[config.mk]
export PLATFORM = sky130hd
export DESIGN_NAME = retospect_cfg_loader
export DESIGN_NICKNAME = d
export VERILOG_FILES = /design/src/rtl/retospect_cfg_loader.sv
export SDC_FILE = /design/constraint.sdc
export NUM_CORES = 1
export LEC_CHECK = 0
export CORE_UTILIZATION = 48
export CTS_CLUSTER_SIZE = 28
export DETAILED_ROUTE_END_ITERATION = 8
export PLACE_DENSITY_LB_ADDON = 0.3
export SLEW_MARGIN = 10
export SYNTH_ARGS = -nofsm -noshare
export SYNTH_HDL_FRONTEND = slang
export SYNTH_SLANG_ARGS = --single-unit
[constraint.sdc]
create_clock -name clk -period 2.78 [get_ports clk]
set_clock_uncertainty 0.05 [all_clocks]
set_input_delay 0.834 -clock clk [delete_from_list [all_inputs] [get_ports clk]]
set_output_delay 0.834 -clock clk [all_outputs]
set_load 0.1 [all_outputs]
[src/rtl/retospect_cfg_loader.sv]
// Configuration scan-chain sequencer: serialises host bytes LSB-first onto the CNB chain while
// capturing the bits that fall out of the far end, or recirculates them for a non-destructive read.
module retospect_cfg_loader #(
  parameter int unsigned CELLS         = 1,
  parameter int unsigned BITS_PER_CELL = 19
) (
  input  logic       clk,
  input  logic       reset,
  input  logic       start,
  input  logic       mode,
  input  logic [7:0] in_data,
  input  logic       in_valid,
  output logic       in_ready,
  output logic [7:0] out_data,
  output logic       out_valid,
  input  logic       out_ready,
  output logic       config_en,
  output logic       bs_in,
  input  logic       bs_out,
  output logic       busy,
  output logic       done
);

  localparam int unsigned ChainLen = CELLS * BITS_PER_CELL;
  localparam int unsigned NBytes   = (ChainLen + 7) / 8;
  localparam int unsigned RBits    = ChainLen - 8 * (NBytes - 1);
  localparam int unsigned CntW     = $clog2(ChainLen + 1);

  typedef enum logic [2:0] {StIdle, StFetch, StShift, StDrain, StDone} state_e;

  state_e            state_q, state_d;
  logic              mode_q, mode_d;
  logic [7:0]        shreg_q, shreg_d;
  logic [7:0]        cap_q, cap_d;
  logic [7:0]        out_data_q, out_data_d;
  logic              out_valid_q, out_valid_d;
  logic [CntW-1:0]   bitcnt_q, bitcnt_d;
  logic [CntW-1:0]   bytecnt_q, bytecnt_d;

  logic last_byte, last_bit, stall, shift_en;

  always_comb begin
    last_byte = (bytecnt_q == CntW'(NBytes - 1));
    last_bit  = last_byte ? (bitcnt_q == CntW'(RBits - 1)) : (bitcnt_q == CntW'(7));
    // Hold the chain rather than overwrite a captured byte the host has not taken yet.
    stall     = last_bit && out_valid_q && !out_ready;
    shift_en  = (state_q == StShift) && !stall;
  end

  assign config_en = shift_en;
  assign bs_in     = (state_q == StShift) ? (mode_q ? bs_out : shreg_q[0]) : 1'b0;
  assign in_ready  = (state_q == StFetch);
  assign busy      = (state_q != StIdle);
  assign done      = (state_q == StDone);
  assign out_data  = out_data_q;
  assign out_valid = out_valid_q;

  always_comb begin
    state_d     = state_q;
    mode_d      = mode_q;
    shreg_d     = shreg_q;
    cap_d       = cap_q;
    out_data_d  = out_data_q;
    out_valid_d = out_valid_q;
    bitcnt_d    = bitcnt_q;
    bytecnt_d   = bytecnt_q;

    if (out_valid_q && out_ready) out_valid_d = 1'b0;

    case (state_q)
      StIdle: begin
        if (start) begin
          mode_d    = mode;
          bitcnt_d  = '0;
          bytecnt_d = '0;
          cap_d     = '0;
          state_d   = mode ? StShift : StFetch;
        end
      end
      StFetch: begin
        if (in_valid) begin
          shreg_d = in_data;
          state_d = StShift;
        end
      end
      StShift: begin
        if (shift_en) begin
          shreg_d                = {1'b0, shreg_q[7:1]};
          cap_d[bitcnt_q[2:0]]   = bs_out;
          if (last_bit) begin
            out_data_d  = cap_d;
            out_valid_d = 1'b1;
            cap_d       = '0;
            bitcnt_d    = '0;
            bytecnt_d   = bytecnt_q + CntW'(1);
            if (last_byte)   state_d = StDrain;
            else if (mode_q) state_d = StShift;
            else             state_d = StFetch;
          end else begin
            bitcnt_d = bitcnt_q + CntW'(1);
          end
        end
      end
      StDrain: begin
        if (!out_valid_q) state_d = StDone;
      end
      StDone:  state_d = StIdle;
      default: state_d = StIdle;
    endcase
  end

  always_ff @(posedge clk) begin
    if (reset) begin
      state_q     <= StIdle;
      mode_q      <= 1'b0;
      shreg_q     <= '0;
      cap_q       <= '0;
      out_data_q  <= '0;
      out_valid_q <= 1'b0;
      bitcnt_q    <= '0;
      bytecnt_q   <= '0;
    end else begin
      state_q     <= state_d;
      mode_q      <= mode_d;
      shreg_q     <= shreg_d;
      cap_q       <= cap_d;
      out_data_q  <= out_data_d;
      out_valid_q <= out_valid_d;
      bitcnt_q    <= bitcnt_d;
      bytecnt_q   <= bytecnt_d;
    end
  end

endmodule

==> metrics.log <==
[metrics] number of antenna violations at the first check in global routing: 0
[metrics] die height: 67.2 um
[metrics] Worst path slowest cell: sky130_fd_sc_hd__clkdlybuf4s50_1
[metrics] final estimated routing congestion in global placement: 0.787
[metrics] slowest stage delay, CP: 0.50 ns
[metrics] part of the cycle the worst path needs: 96.9%
[metrics] mean instance size in the synthesized netlist: 8.83 um^2
[metrics] global router's overall resource usage: roughly a fifth
[metrics] measured slew at the worst slew-check pin: 0.729 ns
[metrics] DRT Pass-1 Iters: 4
[metrics] path length in cells of the critical path: 4
[metrics] maximum clock frequency: 0.371 GHz
[metrics] cells after synthesis: approximately 230
[metrics] Routed Antenna Nets: 0
[metrics] proportion of layout cells with a drive suffix above 1: a little under a quarter
[metrics] worst ir drop on vdd: 0.471 mV
[metrics] global-route wire length before repair: 7320 um
[metrics] final-layout fill cell count: about 340
[metrics] Iter 0 DRT Violations: between 80 and 90
[metrics] nets in the synthesized netlist: 249
[metrics] horizontal extent of the die: 67.2 um
[metrics] critical hold path startpoint: shreg_q[5]$_SDFFE_PP0P_
[metrics] reported max-cap violation count: 0
[metrics] unrepaired setup endpoints after global routing: no
[metrics] Mapped Area: approximately 2000 um^2
[metrics] worst path arrival time: between 1.5 and 2 ns
[metrics] Avg WL per Cell: 13.1 um
[metrics] Initial Utilization: between 50 and 60%
[metrics] final-layout setup total negative slack: 0 ns
[metrics] CTS tree: done
[metrics] cell family with most CP delay: buffers and inverters
[metrics] Num CTS Buffers: 5
[metrics] maximum number of pins on one net before global-route repair: 23
[metrics] leftover overflow at the end of global routing: 0
[metrics] first element of the critical path: out_ready
[metrics] RR Startpoint: state_q[1]$_SDFFE_PP0P_
[metrics] port bufs: 28
[metrics] Critical Path Sink: config_en
[metrics] ordered list of cells on the worst path: clkdlybuf4s50_1, nor2b_1, a21oi_2, buf_12
[metrics] outcome: finished, final reports clean
[metrics] Leak: 0.995 nW
[metrics] fraction of registers with async set/reset: 0%
[metrics] vias in the first global route: 1,624
[metrics] dominant cell type by area after synthesis: sky130_fd_sc_hd__dfxtp_1
[metrics] normalized max-slew margin: 51.3%
[metrics] number of flops mapped to enable cells by yosys: 0
[metrics] placeable core region: between 4000 and 5000 um^2
[metrics] area delta synth->final: 27.9%
[metrics] count of inserted antenna diode cells: 0
[metrics] critical path buffer and inverter count: 2
[metrics] register-to-register path setup slack: 0.54 ns
[metrics] top-level port count: 29
[metrics] reg-to-reg critical path endpoint: bitcnt_q[1]$_SDFFE_PP0P_
[metrics] most instantiated flip-flop cell in the synthesis netlist: sky130_fd_sc_hd__dfxtp_1
[metrics] Worst-path clk slew: ~0.080 ns
[metrics] CP Max Fanout: 2
[metrics] hold_ws: 0.423 ns
[metrics] top area cells in the synthesized netlist: sky130_fd_sc_hd__dfxtp_1 38%, sky130_fd_sc_hd__mux2i_1 6.9%, sky130_fd_sc_hd__nor2_1 6.8%, sky130_fd_sc_hd__a211oi_1 5.9%, sky130_fd_sc_hd__nand2_1 3.9%
[metrics] number of register bits inferred by synthesis: 39
[metrics] placed cell count: 311
[metrics] sequential-to-total area share from yosys stat: 38.3%
[metrics] Max Buffers Root-to-Sink: 2
[metrics] Clock Tree Root: sky130_fd_sc_hd__clkbuf_8
[metrics] Std-Cell Rows: 23
[metrics] fraction of post-synthesis cell area in the top cell type by area: 38.3%
[metrics] post-layout min period: 2.69 ns
[metrics] number of warning messages in the yosys log: 0
[metrics] DR vias: 1,720
[metrics] number of distinct library cells after synthesis: 43
[metrics] hold buffer count at cts: 0
[metrics] required time of the critical path: between 1.5 and 2 ns
[metrics] final non-filler cell total: roughly 320
[metrics] placed wire-length estimate: 2930 um
[metrics] DRC errors left: 0
[metrics] final hold violation count: 0
[metrics] CTS H-Tree Depth: 2
[metrics] detailed-route wire length: 4220 um
[metrics] Final setup viols: 0
[metrics] kind of launch point of the worst setup path: input port
[metrics] Worst Path Class, Setup: input port to output pin
[metrics] worst reg2reg path depth: 6
[metrics] Die Area: 4510 um^2
[metrics] Worst Setup End Kind: output pin
[metrics] worst-skew pair later-pin latency: roughly 0.29 ns
[metrics] clock sink count: 39
[metrics] ratio of total power to cell area: a little under 1000 nW/um^2
[metrics] Via-to-Cell Ratio: 5.36
[metrics] Max Transition Viols Final: 0
[metrics] Final #Nets: approximately 290
[metrics] worst hold path class: register to register
power by group:
part	internal (W)	switching [W]	total, W
registers	0.000672	0.0000716	0.000744
logic	0.000504	0.000794	0.00130
clock network	0.000290	0.000199	0.000489
total	0.00147	0.00106	0.00253
cells in the final DEF, fill, tap and decap left out, drive strengths merged:
cell,Yosys,layout
a211o,1,1
a211oi,19,19
a21o,1,1
a21oi,16,16
a311oi,8,8
and2,1,1
buf,6,34
bufinv,0,1
clkbuf,10,6
clkdlybuf4s50,0,14
clkinv,0,1
dfxtp,39,39
ha,3,3
inv,2,2
mux2,1,1
mux2i,15,15
nand2,21,21
nand2b,3,3
nand3,3,3
nand3b,2,2
nand4,2,2
nor2,37,37
nor2b,6,6
nor3,2,2
nor3b,5,5
nor4,2,2
nor4b,3,3
o21ai,7,7
o21bai,1,1
o22ai,1,1
o31ai,1,1
or2,2,2
or3,6,6
or3b,2,2
xnor2,3,3
worst min path at each step:
stage          depth (start not counted)                 endpoint
2_1_floorplan                          2  shreg_q[7]$_SDFFE_PP0P_
3_3_place_gp                           2  shreg_q[7]$_SDFFE_PP0P_
6_report                               2  shreg_q[4]$_SDFFE_PP0P_
5_1_grt                                2  shreg_q[7]$_SDFFE_PP0P_
3_5_place_dp                           2  shreg_q[4]$_SDFFE_PP0P_
4_1_cts                                2  shreg_q[4]$_SDFFE_PP0P_
stage by stage:
| stage | instance area [um^2] | utilization, % | power, W | worst slack (ns) |
|---|---|---|---|---|
| 3_5_place_dp | 2470 | 61.4 | 0.00203 | 0.0881 |
| 2_1_floorplan | 2060 | - | 0.00173 | -0.362 |
| 4_1_cts | 2590 | 64.3 | 0.00253 | 0.0185 |
| 3_3_place_gp | 2470 | 61.4 | 0.00202 | 0.110 |
| 5_1_grt | 2610 | 64.7 | 0.00271 | 0.00796 |
| 6_report | 2610 | 64.7 | 0.00253 | 0.0856 |
cells in the mapped netlist (2+ instances only):
cell type	n
sky130_fd_sc_hd__a311oi_2	2
sky130_fd_sc_hd__nand4_1	2
sky130_fd_sc_hd__nand2b_1	3
sky130_fd_sc_hd__buf_2	3
sky130_fd_sc_hd__nor3b_1	5
sky130_fd_sc_hd__buf_6	2
sky130_fd_sc_hd__nor4b_4	2
sky130_fd_sc_hd__or3_1	6
sky130_fd_sc_hd__inv_1	2
sky130_fd_sc_hd__o21ai_0	7
sky130_fd_sc_hd__a21oi_1	15
sky130_fd_sc_hd__ha_1	3
sky130_fd_sc_hd__nand2_1	21
sky130_fd_sc_hd__dfxtp_1	39
sky130_fd_sc_hd__a311oi_1	5
sky130_fd_sc_hd__nor2_1	37
sky130_fd_sc_hd__nor3_1	2
sky130_fd_sc_hd__a211oi_1	16
sky130_fd_sc_hd__clkbuf_1	10
sky130_fd_sc_hd__nor2b_1	6
sky130_fd_sc_hd__mux2i_1	14
sky130_fd_sc_hd__xnor2_1	3
sky130_fd_sc_hd__nand3b_1	2
sky130_fd_sc_hd__a211oi_2	3
sky130_fd_sc_hd__nand3_1	3
final cells by class:
type | instances | area [um^2] | area share, %
inverter | 2 | 7.51 | 0.288
multi-input combinational | 174 | 1190 | 45.7
sequential | 39 | 783 | 30.0
clock inverter | 2 | 35.0 | 1.34
clock buffer | 6 | 82.6 | 3.17
timing repair buffer | 48 | 445 | 17.1
tap | 50 | 62.6 | 2.40
sequential cells by signal (all words and copies together), names as in the netlist:
register   count
mode_q         1
out_valid      1
out_data       8
bytecnt_q      5
shreg_q        8
cap_q          8
state_q        3
bitcnt_q       5
routing by layer:
layer,vias to the layer above,share of wire [%],track usage (%)
met5,-,0,0
met4,0,1.2,7.18
met3,5,4.3,5.07
met2,39,45,35.3
met1,774,49,27.1
li1,902,-,-
what timing repair did:
| action | 4_1_cts | 5_1_grt |
|---|---|---|
| buffers inserted | 0 | 2 |
| endpoints found under the setup margin | 0 | 1 |
| resized for setup | 0 | 2 |
worst reg2reg max path: cells and delay by family (launching register included):
kind	cells	cell delay (ns)
and+or+nand+nor	3	0.88
buffers and inverters	1	0.19
AOI/OAI and AO/OA	1	0.43
DFF	1	0.34
muxes	1	0.24
logic make-up after synthesis:
logic type / after synthesis / synth area share (%)
AND/OR/NAND/NOR: 97 / 25.6
AO/OA/AOI/OAI: 55 / 20.7
flip-flops: 39 / 38.3
buffers and inverters: 18 / 4.23
multiplexers: 16 / 8.10
XOR/XNOR: 3 / 1.29
adder cells (fa/ha/maj): 3 / 1.84
(Power assumes the default switching activity.)
